### src/rtl/branch_resolve_unit_pkg.sv
// Shared types for the branch resolve unit: fetch-time prediction record and FSM states.
// Record width follows BRU_XLEN; the top-level XLEN parameter must match it.
package bru_pkg;

   localparam int BRU_XLEN    = 32;
   localparam int INSTR_BYTES = 4;

   typedef struct packed {
      logic [BRU_XLEN-1:0] pc;
      logic                pred_taken;
      logic [BRU_XLEN-1:0] pred_target;
   } pred_rec_t;

   typedef enum logic {
      RUN   = 1'b0,
      FLUSH = 1'b1
   } bru_state_e;

endpackage

### src/rtl/branch_resolve_unit_pred_fifo.sv
// Circular buffer of prediction records; head is readable combinationally, and push,
// pop and clear take effect at the clock edge. Clear overrides any push or pop.
module pred_fifo
   import bru_pkg::*;
#(
   parameter int DEPTH = 4
) (
   input  logic                     clk,
   input  logic                     reset_n,
   input  logic                     push_i,
   input  logic                     pop_i,
   input  logic                     clear_i,
   input  pred_rec_t                wdat_i,
   output pred_rec_t                rdat_o,
   output logic [$clog2(DEPTH):0]   count_o,
   output logic                     full_o
);

   localparam int AW = $clog2(DEPTH);
   localparam int CW = AW + 1;

   pred_rec_t       mem_q [DEPTH];
   logic [AW-1:0]   rd_ptr_q, rd_ptr_d;
   logic [AW-1:0]   wr_ptr_q, wr_ptr_d;
   logic [CW-1:0]   count_q, count_d;

   always_comb begin
      rd_ptr_d = rd_ptr_q;
      wr_ptr_d = wr_ptr_q;
      count_d  = count_q;
      if (clear_i) begin
         rd_ptr_d = '0;
         wr_ptr_d = '0;
         count_d  = '0;
      end else begin
         // Pointers are power-of-two wide, so plain increments wrap modulo DEPTH.
         if (push_i) wr_ptr_d = wr_ptr_q + AW'(1);
         if (pop_i)  rd_ptr_d = rd_ptr_q + AW'(1);
         case ({push_i, pop_i})
            2'b10:   count_d = count_q + CW'(1);
            2'b01:   count_d = count_q - CW'(1);
            default: count_d = count_q;
         endcase
      end
   end

   always_ff @(posedge clk or negedge reset_n) begin
      if (!reset_n) begin
         rd_ptr_q <= '0;
         wr_ptr_q <= '0;
         count_q  <= '0;
      end else begin
         rd_ptr_q <= rd_ptr_d;
         wr_ptr_q <= wr_ptr_d;
         count_q  <= count_d;
      end
   end

   always_ff @(posedge clk) begin
      if (push_i && !clear_i) mem_q[wr_ptr_q] <= wdat_i;
   end

   assign rdat_o  = mem_q[rd_ptr_q];
   assign count_o = count_q;
   assign full_o  = (count_q == CW'(DEPTH));

endmodule

### src/rtl/branch_resolve_unit.sv
// EXE branch resolution: compares resolved branches with queued fetch predictions, updates
// the predictor same-cycle, flushes/redirects one cycle after a mispredict. Optional BRU_PERF_CNT_EN.
module branch_resolve_unit
   import bru_pkg::*;
#(
   parameter int PRED_DEPTH = 4,
   parameter int XLEN       = BRU_XLEN
) (
   input  logic            clk,
   input  logic            reset_n,
   input  logic            if_push,
   input  logic [XLEN-1:0] if_pc,
   input  logic            if_pred_taken,
   input  logic [XLEN-1:0] if_pred_target,
   output logic            q_full,
   input  logic            ex_valid,
   input  logic [XLEN-1:0] ex_pc,
   input  logic            ex_taken,
   input  logic [XLEN-1:0] ex_target,
   output logic            bp_update,
   output logic            bp_actual_taken,
   output logic            flush,
   output logic [XLEN-1:0] redirect_pc,
`ifdef BRU_PERF_CNT_EN
   output logic [31:0]     perf_branches,
   output logic [31:0]     perf_mispredicts,
`endif
   output logic            desync
);

   localparam int CW = $clog2(PRED_DEPTH) + 1;

   bru_state_e      state_q, state_d;
   logic [XLEN-1:0] redirect_q, redirect_d;
   logic            desync_q, desync_d;

   pred_rec_t       fifo_head, head, push_rec;
   logic [CW-1:0]   fifo_count;
   logic            fifo_full, fifo_empty;
   logic            run, resolve, pc_miss, mispredict, do_push, do_pop;

   assign fifo_empty = (fifo_count == '0);

   // An empty queue resolves against a not-taken record at the resolving PC.
   always_comb begin
      head = fifo_head;
      if (fifo_empty) begin
         head.pc          = ex_pc;
         head.pred_taken  = 1'b0;
         head.pred_target = '0;
      end
   end

   assign run        = (state_q == RUN);
   assign resolve    = ex_valid && run;
   assign pc_miss    = (head.pc != ex_pc);
   assign mispredict = resolve && ((head.pred_taken != ex_taken) ||
                                   (ex_taken && (head.pred_target != ex_target)) ||
                                   pc_miss);
   assign do_pop     = resolve && !fifo_empty;
   // When full, a push fits only into the slot freed by a correct same-cycle pop.
   assign do_push    = if_push && run && !mispredict && (!fifo_full || resolve);

   assign push_rec.pc          = if_pc;
   assign push_rec.pred_taken  = if_pred_taken;
   assign push_rec.pred_target = if_pred_target;

   pred_fifo #(
      .DEPTH (PRED_DEPTH)
   ) u_pred_fifo (
      .clk     (clk),
      .reset_n (reset_n),
      .push_i  (do_push),
      .pop_i   (do_pop),
      .clear_i (mispredict),
      .wdat_i  (push_rec),
      .rdat_o  (fifo_head),
      .count_o (fifo_count),
      .full_o  (fifo_full)
   );

   always_comb begin
      state_d    = state_q;
      redirect_d = redirect_q;
      desync_d   = desync_q | (resolve && (fifo_empty || pc_miss));
      case (state_q)
         RUN: begin
            if (mispredict) begin
               state_d    = FLUSH;
               redirect_d = ex_taken ? ex_target : ex_pc + XLEN'(INSTR_BYTES);
            end
         end
         FLUSH:   state_d = RUN;
         default: state_d = RUN;
      endcase
   end

   always_ff @(posedge clk or negedge reset_n) begin
      if (!reset_n) begin
         state_q    <= RUN;
         redirect_q <= '0;
         desync_q   <= 1'b0;
      end else begin
         state_q    <= state_d;
         redirect_q <= redirect_d;
         desync_q   <= desync_d;
      end
   end

   assign q_full          = fifo_full;
   assign bp_update       = resolve;
   assign bp_actual_taken = ex_taken;
   assign flush           = (state_q == FLUSH);
   assign redirect_pc     = redirect_q;
   assign desync          = desync_q;

`ifdef BRU_PERF_CNT_EN
   logic [31:0] perf_br_q, perf_mis_q;

   always_ff @(posedge clk or negedge reset_n) begin
      if (!reset_n) begin
         perf_br_q  <= '0;
         perf_mis_q <= '0;
      end else begin
         if (resolve)    perf_br_q  <= perf_br_q + 32'd1;
         if (mispredict) perf_mis_q <= perf_mis_q + 32'd1;
      end
   end

   assign perf_branches    = perf_br_q;
   assign perf_mispredicts = perf_mis_q;
`endif

endmodule

### config.mk
export PLATFORM = sky130hd
export DESIGN_NAME = branch_resolve_unit
export DESIGN_NICKNAME = d
export VERILOG_FILES = /design/src/rtl/branch_resolve_unit_pkg.sv /design/src/rtl/branch_resolve_unit_pred_fifo.sv /design/src/rtl/branch_resolve_unit.sv
export SDC_FILE = /design/constraint.sdc
export NUM_CORES = 1
export LEC_CHECK = 0
export ABC_CLOCK_PERIOD_IN_PS = 6700
export CAP_MARGIN = 20
export CORE_MARGIN = 2
export CORE_UTILIZATION = 30
export DETAILED_ROUTE_END_ITERATION = 7
export REMOVE_ABC_BUFFERS = 1
export SLEW_MARGIN = 10
export SYNTH_ARGS = -nofsm -noshare
export SYNTH_HDL_FRONTEND = slang
export SYNTH_SLANG_ARGS = --single-unit
### constraint.sdc
create_clock -name clk -period 6.7 [get_ports clk]
set_input_delay 0.67 -clock clk [delete_from_list [all_inputs] [get_ports clk]]
set_output_delay 0.67 -clock clk [all_outputs]
set_load 0.01 [all_outputs]
# ---- Word level (Yosys, flattened, before mapping)
# Memories as Yosys holds them, arrays and structs flattened.
# Index checks and enable logic that the tools add are counted.
dict set report word_totals {
  reg_bits 41
  ramBits 260
  input_bits 134
  output_inout_bits 37
  wordCells 53
  mem_count 1
}
# memory words word_bits read_ports rd_ports_with_merged_regs write_ports line
set memory_table {}
lappend memory_table {u_pred_fifo.mem_q 4 65 1 0 1 branch_resolve_unit_pred_fifo.sv:22} ;# pred_rec_t mem_q [DEPTH];
dict set report op_classes {
  n_addsub 5
  n_eq_ne 6
  muxes 12
  bitwise 2
  reduce_logical 21
}
# operator n
set op_table {}
lappend op_table {{65-bit two-way mux} 1}
lappend op_table {{32-bit inequality test} 2}
lappend op_table {{32-bit by 3-bit adder with 32-bit output, second input constant} 1}
lappend op_table {{32-bit two-way mux} 1}
lappend op_table {{1-bit logical AND} 9}
lappend op_table {{2-bit two-way mux} 4}
lappend op_table {{3-bit case mux with 2 select lines} 1}
lappend op_table {{2-bit by 1-bit adder with 2-bit output, second input constant} 2}
lappend op_table {{1-bit logical OR} 4}
lappend op_table {{2-bit nonzero test} 2}
lappend op_table {{3-bit by 1-bit adder with 3-bit output, second input constant} 1}
lappend op_table {{3-bit equality test, second input constant} 1}
lappend op_table {{1-bit logical NOT} 3}
lappend op_table {{3-bit logical NOT} 1}
lappend op_table {{1-bit two-way mux} 3}
lappend op_table {{3-bit two-way mux} 1}
lappend op_table {{3-bit nonzero test} 1}
lappend op_table {{3-bit by 1-bit subtractor with 3-bit output, second input constant} 1}
lappend op_table {{2-bit by 1-bit equality test with 1-bit output, second input constant} 1}
lappend op_table {{2-bit equality test, second input constant} 1}
lappend op_table {{1-bit case mux with 2 select lines} 1}
lappend op_table {{2-bit AND reduction} 1}
lappend op_table {{1-bit inequality test} 1}
lappend op_table {{1-bit NOT} 1}
lappend op_table {{1-bit OR} 1}

# ---- Depth between registers and ports, before layout
# Gate-level depths: netlist of run 1.
dict set report logic_depth {
  word_depth 13
  ltp_mapped 17
  depth_no_buf 13
}

# ---- Hierarchy
# A second synthesis of run 1 with hierarchy kept.
dict set report unflattened {
  cells_unflattened 745
  area_unflattened_um2 13067.5
}
# mod instances cells_per_inst area_per_inst_um2 seq_area_each_um2
set by_module_without_submodules {}
lappend by_module_without_submodules {pred_fifo 1 382 9848.2 7982.7}
lappend by_module_without_submodules {branch_resolve_unit 1 363 3219.3 850.8}

# ---- Worst setup path after synthesis of run 1
# No wires, ideal clock.
dict set report synth_path {
  path_type {register -> register}
  from {register u_pred_fifo.rd_ptr_q[0]}
  to {memory u_pred_fifo.mem_q[0][0] (netlist bit), enable pin}
  setup_time_ps 430
  arrival_ps 4417
  t_required_ps 6270
  slack_ps 1853
  path_stages_with_launch 12
  n_path_buf 4
  period_less_slack_ps 4847
  cell_sequence {dfrtp_1 > buf_6 > buf_6 > buf_2 > mux4_2 > xnor2_1 > nand4_1 > nor4_1 > a21oi_1 > a21oi_4 > buf_6 > and3_1}
}
dict set report synth_between {
  elab_chain_len 13
  word_cells_on_any_way 15
  cone_classes {3 x eq/ne; 3 x mux; 8 x reduce/logical; 1 x memory}
}
# item line
set synth_rtl {}
lappend synth_rtl {{from (decl)} branch_resolve_unit_pred_fifo.sv:23} ;# logic [AW-1:0] rd_ptr_q, rd_ptr_d;
lappend synth_rtl {{from (signal assigned)} branch_resolve_unit_pred_fifo.sv:53} ;# rd_ptr_q <= rd_ptr_d;
lappend synth_rtl {{memory read 4 x 65 bit *} n/a}
lappend synth_rtl {{65-bit two-way mux *} branch_resolve_unit.sv:47} ;# if (fifo_empty) begin
lappend synth_rtl {{32-bit inequality test} branch_resolve_unit.sv:58} ;# (ex_taken && (head.pred_target != ex_target)) ||
lappend synth_rtl {{1-bit logical AND} branch_resolve_unit.sv:58}
lappend synth_rtl {{1-bit logical OR} branch_resolve_unit.sv:57} ;# assign mispredict = resolve && ((head.pred_taken != ex_taken) ||
lappend synth_rtl {{1-bit logical OR *} branch_resolve_unit.sv:58}
lappend synth_rtl {{1-bit logical AND *} branch_resolve_unit.sv:57}
lappend synth_rtl {{1-bit logical NOT *} {branch_resolve_unit_pred_fifo.sv:60, branch_resolve_unit.sv:62}}
lappend synth_rtl {{1-bit logical AND (2 in a row)} branch_resolve_unit.sv:62} ;# assign do_push = if_push && run && !mispredict && (!fifo_full || resolve);
lappend synth_rtl {{1-bit logical AND *} branch_resolve_unit_pred_fifo.sv:60} ;# if (push_i && !clear_i) mem_q[wr_ptr_q] <= wdat_i;
lappend synth_rtl {{1-bit two-way mux *} branch_resolve_unit_pred_fifo.sv:60}
lappend synth_rtl {{1-bit two-way mux (not written as such) *} branch_resolve_unit_pred_fifo.sv:60}
lappend synth_rtl {{to (decl)} branch_resolve_unit_pred_fifo.sv:22}
# Mark *: on every way between the ends. The rest lies on a longest branch, timed or not.

# ---- Worst setup path after layout of run 1
dict set report layout_path {
  from {register u_pred_fifo.rd_ptr_q[0]}
  to {memory u_pred_fifo.mem_q[2][13] (netlist bit), enable pin}
}
# The elaborated chain is that of the path after synthesis.

==> metrics.md, run 1 <==
| Metric | Value |
|---|---|
| Period Utilization, post-route | `0.7861` |
| Vias in the first global route | `between 7000 and 8000` |
| Routed wire length | `roughly 36000 um` |
| Worst EP required | `6.94 ns` |
| Antenna Nets Post-Route | `0` |
| Crit path DAT | `5.51 ns` |
| Layout Cells excl Fill | `1609` |
| Final Setup Violations | `0` |
| Clock Skew | `roughly 0.016 ns` |
| Asr flop ratio synth | `0.1362` |
| CP Class | `reg2reg` |
| Pwr dens | `324.0 nW/um^2` |
| Post-synth EDFFs | `260` |
| Synth area leader | `edfxtp_1` |
| Tmin final | `5.267 ns` |
| Crit path largest cell delay | `1.03 ns` |
| Crit path max-delay family | `simple AND/OR/NAND/NOR gates` |
| Most frequent cells in the layout | `edfxtp_1 (260), clkdlybuf4s50_1 (168), mux4_2 (56), xnor2_1 (49), nand2_1 (47)` |
| Synth Area per Inst | `16.37 sq um` |
| Worst rel slew slack | `0.2861` |
| Root Buffer | `clkbuf_16` |
| Initial antenna violation count | `3` |
| Primary FF master, synth | `edfxtp_1` |
| Crit-path cells | `buf_12 -> mux4_2 -> xnor2_1 -> nand4_1 -> nor4_1 -> a21oi_1 -> a21oi_4 -> buf_4 -> and3_2 -> buf_12` |
| # diodes | `0` |
| Die area | `46120 sq um` |
| Gp weighted congestion | `between 0.8 and 0.9` |
| CP max FO | `50` |
| Final Slew Violations | `0` |
| First-pass GRT wire length | `52940 um` |
| Hpwl dp | `26270 um` |
| Wirelength per Cell | `roughly 23 um` |
| Unique masters post-synth | `between 60 and 70` |
| Syn. warnings | `0` |
| Core Area | `approximately 44000 sq um` |
| Nets | `1132` |
| CP Capture Type | `flip-flop` |
| Max-cap violations | `0` |
| First-pass DRT Iterations | `5` |
| Die H | `around 210 um` |
| CTS clk-pin slew, worst paths | `0.06 ns` |
| Area grow syn2layout | `25.01%` |
| Hold_buf cts | `0` |
| Initial Utilization | `0.3027` |
| H-tree depth | `1` |
| Final core occ | `0.3784` |
| Leakage | `5.356 nW` |
| Total gr overflow | `0` |
| Slew @ Worst Pin | `1.071 ns` |
| Gate Count Post-Synth | `roughly 800` |
| CP Launch Type | `flip-flop` |
| Critical path buffers and inverters | `3` |
| Commonest non-fill, non-tap cell in the layout | `edfxtp_1` |
| #FFs+latches synth | `301` |
| # resized after CTS | `0` |
| Crit path top cell by count | `buf_12` |
| Status | `finished, final reports clean` |
| CTS tree | `built` |
| Overall global routing resource usage | `0.1552` |
| DRC violations left | `0` |
| Critical Path Slowest Stage Cell | `dfrtp_4` |
| Setup bufs post-CTS | `0` |
| Post-Syn Area | `13330 sq um` |
| Num ports | `171` |
| I/O Buffers | `170` |
| Largest net degree at the start of global routing | `71` |
| DR vias/cell | `4.937` |
| Hold Vio Cnt, Final | `0` |
| Total power | `5.398 mW` |
| Top cell type's share of synthesized area | `0.5859` |
| RSZ-0062 raised after global routing | `no` |
| Layout cells sized above 1 | `0.1603` |
| Starting DRT DRC Count | `between 700 and 800` |
| Num CTS Buffers | `31` |
| Cell row count | `77` |
| Routed via count | `7943` |
| Max Freq | `189.9 MHz` |
| Worst-Skew Late Latency | `0.58 ns` |
| HP Class | `in2async` |
| Sequential-to-total area share from yosys stat | `0.6629` |
| CTS Buffer Depth | `3` |
| CTS sink count | `301` |
| Worst vdd ir | `0.1928 mV` |
| Number of instances in the placed design | `1551` |
| Top cells by area, synth | `edfxtp_1 (59%), mux4_2 (9.5%), dfrtp_1 (7.7%)` |
| DIE WIDTH | `214.8 um` |
[cell usage after synthesis (all sizes together), types with 2 or more instances]
cell type and number:
inv 17, xor2 22, clkbuf 13, o311ai 2
and4 3, nand4 20, and2 6, a22oi 6
a221oi 2, o21ai 43, ha 5, nand2b 4
a21oi 13, or4 2, nor2b 9, and3 10
edfxtp 260, nor4 7, nor4b 3, buf 23
dfrtp 41, o22ai 3, nand3 15, mux2 36
a31oi 2, xnor2 49, a211oi 3, nor3 14
o2111ai 2, mux2i 23, a2111oi 5, nor2 29
mux4 57, nand2 47, or3 4
[report_power, final]
part	switching, mW	internal, mW	total, mW
combinational	0.637	0.625	1.26
clock	0.742	0.898	1.64
sequential	0.135	2.36	2.50
[worst register-to-register path, stage by stage (launching register included)]
cell and delay (ns):
dfrtp_4 1.03, buf_12 0.36, mux4_2 0.57, xnor2_1 0.16, nand4_1 0.17, nor4_1 0.61
a21oi_1 0.30, a21oi_4 0.33, buf_4 0.39, and3_2 0.59, buf_12 0.37
[cell type report]
cell class,instances,area [sq um]
Fill cell,4139,27370
Sequential cell,301,8841
Multi-Input combinational cell,460,4198
Timing Repair Buffer,181,1841
Clock buffer,35,790.8
Tap cell,592,740.7
Clock inverter,23,183.9
Inverter,17,63.81
[metal layers]
metal / global-route usage / routed length, um / vias up
li1: - / - / 3553
met1: 0.2118 / 15170 / 3968
met2: 0.2523 / 17240 / 360
met3: 0.03666 / 3066 / 56
met4: 0.03333 / 699 / 6
met5: 0 / 34 / -
[registers in the layout (all words and copies together), names as in the netlist]
signal	flops
u_pred_fifo.wr_ptr_q	2
desync	1
redirect_pc	32
flush	1
u_pred_fifo.rd_ptr_q	2
u_pred_fifo.mem_q	260
u_pred_fifo.count_o	3
[logic make-up (layout without fill, tap and decap cells)]
| logic type | count (synthesis) | after routing | share of synthesized area |
|---|---|---|---|
| AO/OA/AOI/OAI | 92 | 92 | 0.04413 |
| XOR/XNOR | 71 | 71 | 0.04667 |
| adder cells (fa/ha/maj) | 6 | 6 | 0.006197 |
| buffers and inverters | 53 | 256 | 0.02282 |
| flip-flops | 301 | 301 | 0.6629 |
| multiplexers | 116 | 116 | 0.1500 |
| AND/OR/NAND/NOR | 175 | 175 | 0.06732 |
[through the flow]
stage                     hold slack [ns]  setup TNS (ns)  cell area, sq um  worst slack [ns]
after floorplan                    0.3744         -195.38             13090           -0.7515
after global placement             0.4813               0             15670             1.450
after detailed placement           0.4847               0             15680             1.370
after CTS                          0.1965               0             16660             1.360
after global routing               0.2080               0             16660             1.036
final                              0.1769               0             16660             1.433
[worst paths after layout]
kind	start	end	slack (ns)	depth (start not counted)
worst max-delay path	u_pred_fifo.rd_ptr_q[0]	u_pred_fifo.mem_q[2][13]	1.43	10
worst min-delay path	reset_n	redirect_pc[29]	0.18	2
worst max register to register	u_pred_fifo.rd_ptr_q[0]	u_pred_fifo.mem_q[2][13]	1.43	10
worst min register to register	redirect_pc[6]	redirect_pc[6]	0.50	1
max in group asynchronous	reset_n	u_pred_fifo.rd_ptr_q[1]	6.06	2
min in group clk	redirect_pc[6]	redirect_pc[6]	0.50	1
Note: power is estimated with default switching activity, not from simulation.
==> run 2, diff against run 1 <==
- ABC_CLOCK_PERIOD_IN_PS: 6700 -> 4500
- clock period: 6.7 -> 4.5 ns (I/O delays scaled with it)
==> metrics.md, run 2 (synthesis gave the netlist of run 1 again) <==
| Metric | Value |
|---|---|
| Status | `finished, final reports clean` |
| DR vias/cell | `4.896 (-0.83%)` |
| Num ports | `171 (unchanged)` |
| Most frequent cells in the layout | `edfxtp_1 (260), clkdlybuf4s50_1 (168), mux4_2 (56), xnor2_1 (49), nand2_1 (47)` |
| Antenna Nets Post-Route | `0 (unchanged)` |
| Largest net degree at the start of global routing | `62 (-13%)` |
| Layout Cells excl Fill | `1650 (+2.5%)` |
| Period Utilization, post-route | `0.9482 (+0.1621)` |
| CP Class | `reg2reg` |
| Number of instances in the placed design | `1583 (+2.1%)` |
| Final setup TNS | `0 ns (unchanged)` |
| DRC violations left | `0 (unchanged)` |
| Die area | `46120 sq um (unchanged)` |
| Total power | `8.655 mW (+60%)` |
| Initial Utilization | `0.3027 (unchanged)` |
| Routed wire length | `36400 um (+0.52%)` |
| Die H | `214.8 um (unchanged)` |
| Final Setup Violations | `0 (unchanged)` |
| Layout cells sized above 1 | `0.1903 (+0.03007)` |
| Max Freq | `234.4 MHz (+23%)` |
| I/O Buffers | `170 (unchanged)` |
| Crit path DAT | `4.71 ns (-0.80 ns)` |
| Overall global routing resource usage | `0.1567 (+0.001559)` |
| Leakage | `5.696 nW (+6.4%)` |
| Worst-Skew Late Latency | `0.53 ns (-0.05 ns)` |
| Initial antenna violation count | `5 (+2)` |
| Core Area | `44030 sq um (unchanged)` |
| CP max FO | `19 (-62%)` |
| CTS sink count | `301 (unchanged)` |
| Worst vdd ir | `0.2184 mV (+13%)` |
| Cell row count | `77 (unchanged)` |
| DIE WIDTH | `214.8 um (unchanged)` |
| First-pass DRT Iterations | `4 (-1)` |
| CTS tree | `built` |
| CP Launch Type | `flip-flop` |
| Slew @ Worst Pin | `0.8208 ns (-0.2500 ns)` |
| CP Capture Type | `flip-flop` |
| Starting DRT DRC Count | `563 (-25%)` |
| Number of flip-flops in the largest register | `260 (unchanged)` |
| Filler cell count | `4085 (-1.3%)` |
| CTS Buffer Depth | `3 (unchanged)` |
| CTS clk-pin slew, worst paths | `0.06 ns (about the same)` |
| Root Buffer | `clkbuf_16` |
| Final Slew Violations | `0 (unchanged)` |
| Routed via count | `8078 (+1.7%)` |
| Storage element area | `8841 sq um (unchanged)` |
| Wirelength per Cell | `22.06 um (-2.0%)` |
| Total gr overflow | `0 (unchanged)` |
| Largest register by flop count | `u_pred_fifo.mem_q` |
| Gp weighted congestion | `0.8351 (-0.20%)` |
| Worst rel slew slack | `0.4498 (+0.1637)` |
| Worst EP required | `4.95 ns (-1.99 ns)` |
| Dpl ws | `0.08308 ns (-1.287 ns)` |
| First-pass GRT wire length | `53160 um (+0.42%)` |
| Max-cap violations | `0 (unchanged)` |
| Tmin final | `4.267 ns (-1.000 ns)` |
| RSZ-0062 raised after global routing | `no` |
| Final core occ | `0.3931 (+0.01475)` |
| Num CTS Buffers | `35 (+13%)` |
| Cell depth of the worst flop-to-flop path | `14 (+4)` |
| Area grow syn2layout | `29.89%` |
| Hold Vio Cnt, Final | `0 (unchanged)` |
| Commonest non-fill, non-tap cell in the layout | `edfxtp_1` |
| Clock Skew | `0.01827 ns (+0.002575 ns)` |
| Nets | `1170 (+3.4%)` |
| Setup bufs post-CTS | `0 (unchanged)` |
| Final worst slack | `0.2332 ns (-1.200 ns)` |
| Footprint of the multi-input gates | `4204 sq um (+0.15%)` |
| HP Class | `in2async` |
| Hpwl dp | `27010 um (+2.8%)` |
| Pwr dens | `500.1 nW/um^2 (+54%)` |
| Vias in the first global route | `8260 (+3.7%)` |
| H-tree depth | `2 (+1)` |
[run 2: power breakdown]
| part | switching, mW | internal (mW) | leakage [nW] | total [mW] |
|---|---|---|---|---|
| clock network | 1.11 | 1.85 | 0.593 | 2.95 |
| logic | 0.952 | 1.02 | 2.25 | 1.97 |
| registers | 0.219 | 3.51 | 2.85 | 3.73 |
| total | 2.28 | 6.38 | 5.70 | 8.66 |
[run 2: layout make-up]
type / count / share of cell area
Sequential cell: 301 / 0.5108
Clock buffer: 42 / 0.05458
Inverter: 17 / 0.003687
Tap cell: 592 / 0.04280
Timing Repair Buffer: 215 / 0.1297
Clock inverter: 21 / 0.01525
Multi-Input combinational cell: 460 / 0.2429
Antenna cell: 2 / 0.0002892
[run 2: stage by stage]
| stage | instance area [sq um] | hold slack, ns |
|---|---|---|
| 3_5_place_dp | 16060 | 0.4803 |
| 5_1_grt | 17310 | 0.3378 |
| 4_1_cts | 17270 | 0.1097 |
| 6_report | 17310 | 0.3193 |
| 2_1_floorplan | 13090 | 0.1544 |
| 3_3_place_gp | 16060 | 0.4754 |
[run 2: worst paths after layout]
| path | startpoint | slack (ns) | end |
|---|---|---|---|
| worst max register to register | u_pred_fifo.rd_ptr_q[1] | 0.23 | u_pred_fifo.count_o[2] |
| worst min-delay path | reset_n | 0.32 | redirect_pc[16] |
| worst min register to register | redirect_pc[7] | 0.49 | redirect_pc[7] |
| min in group clk | ex_taken | 0.46 | redirect_pc[2] |
| worst max-delay path | u_pred_fifo.rd_ptr_q[1] | 0.23 | u_pred_fifo.count_o[2] |
| max in group asynchronous | reset_n | 3.69 | u_pred_fifo.rd_ptr_q[0] |
[run 2: critical path, cell delays in order (launching register included)]
cell	delay (ns)
dfrtp_4	0.63
buf_12	0.21
mux4_2	0.32
nor4b_1	0.33
a22oi_1	0.12
a22oi_1	0.23
nand4_1	0.24
or4_4	0.48
and2_1	0.19
o31a_1	0.31
fa_1	0.39
or3_1	0.38
a21oi_1	0.14
a31oi_1	0.05
nor3_1	0.14
[run 2: metal layers]
layer / vias up / part of all wire / track usage
met5: - / 0.00036 / 0
met4: 2 / 0.024 / 0.05347
met3: 54 / 0.071 / 0.04076
met2: 277 / 0.47 / 0.2502
met1: 4106 / 0.43 / 0.2076
li1: 3639 / - / -
[run 2: repair_timing]
item / CTS / global route
resized for setup: 0 / 1
hold buffers: 0 / 1
setup endpoints to repair: 0 / 1
hold endpoints to repair: 0 / 8
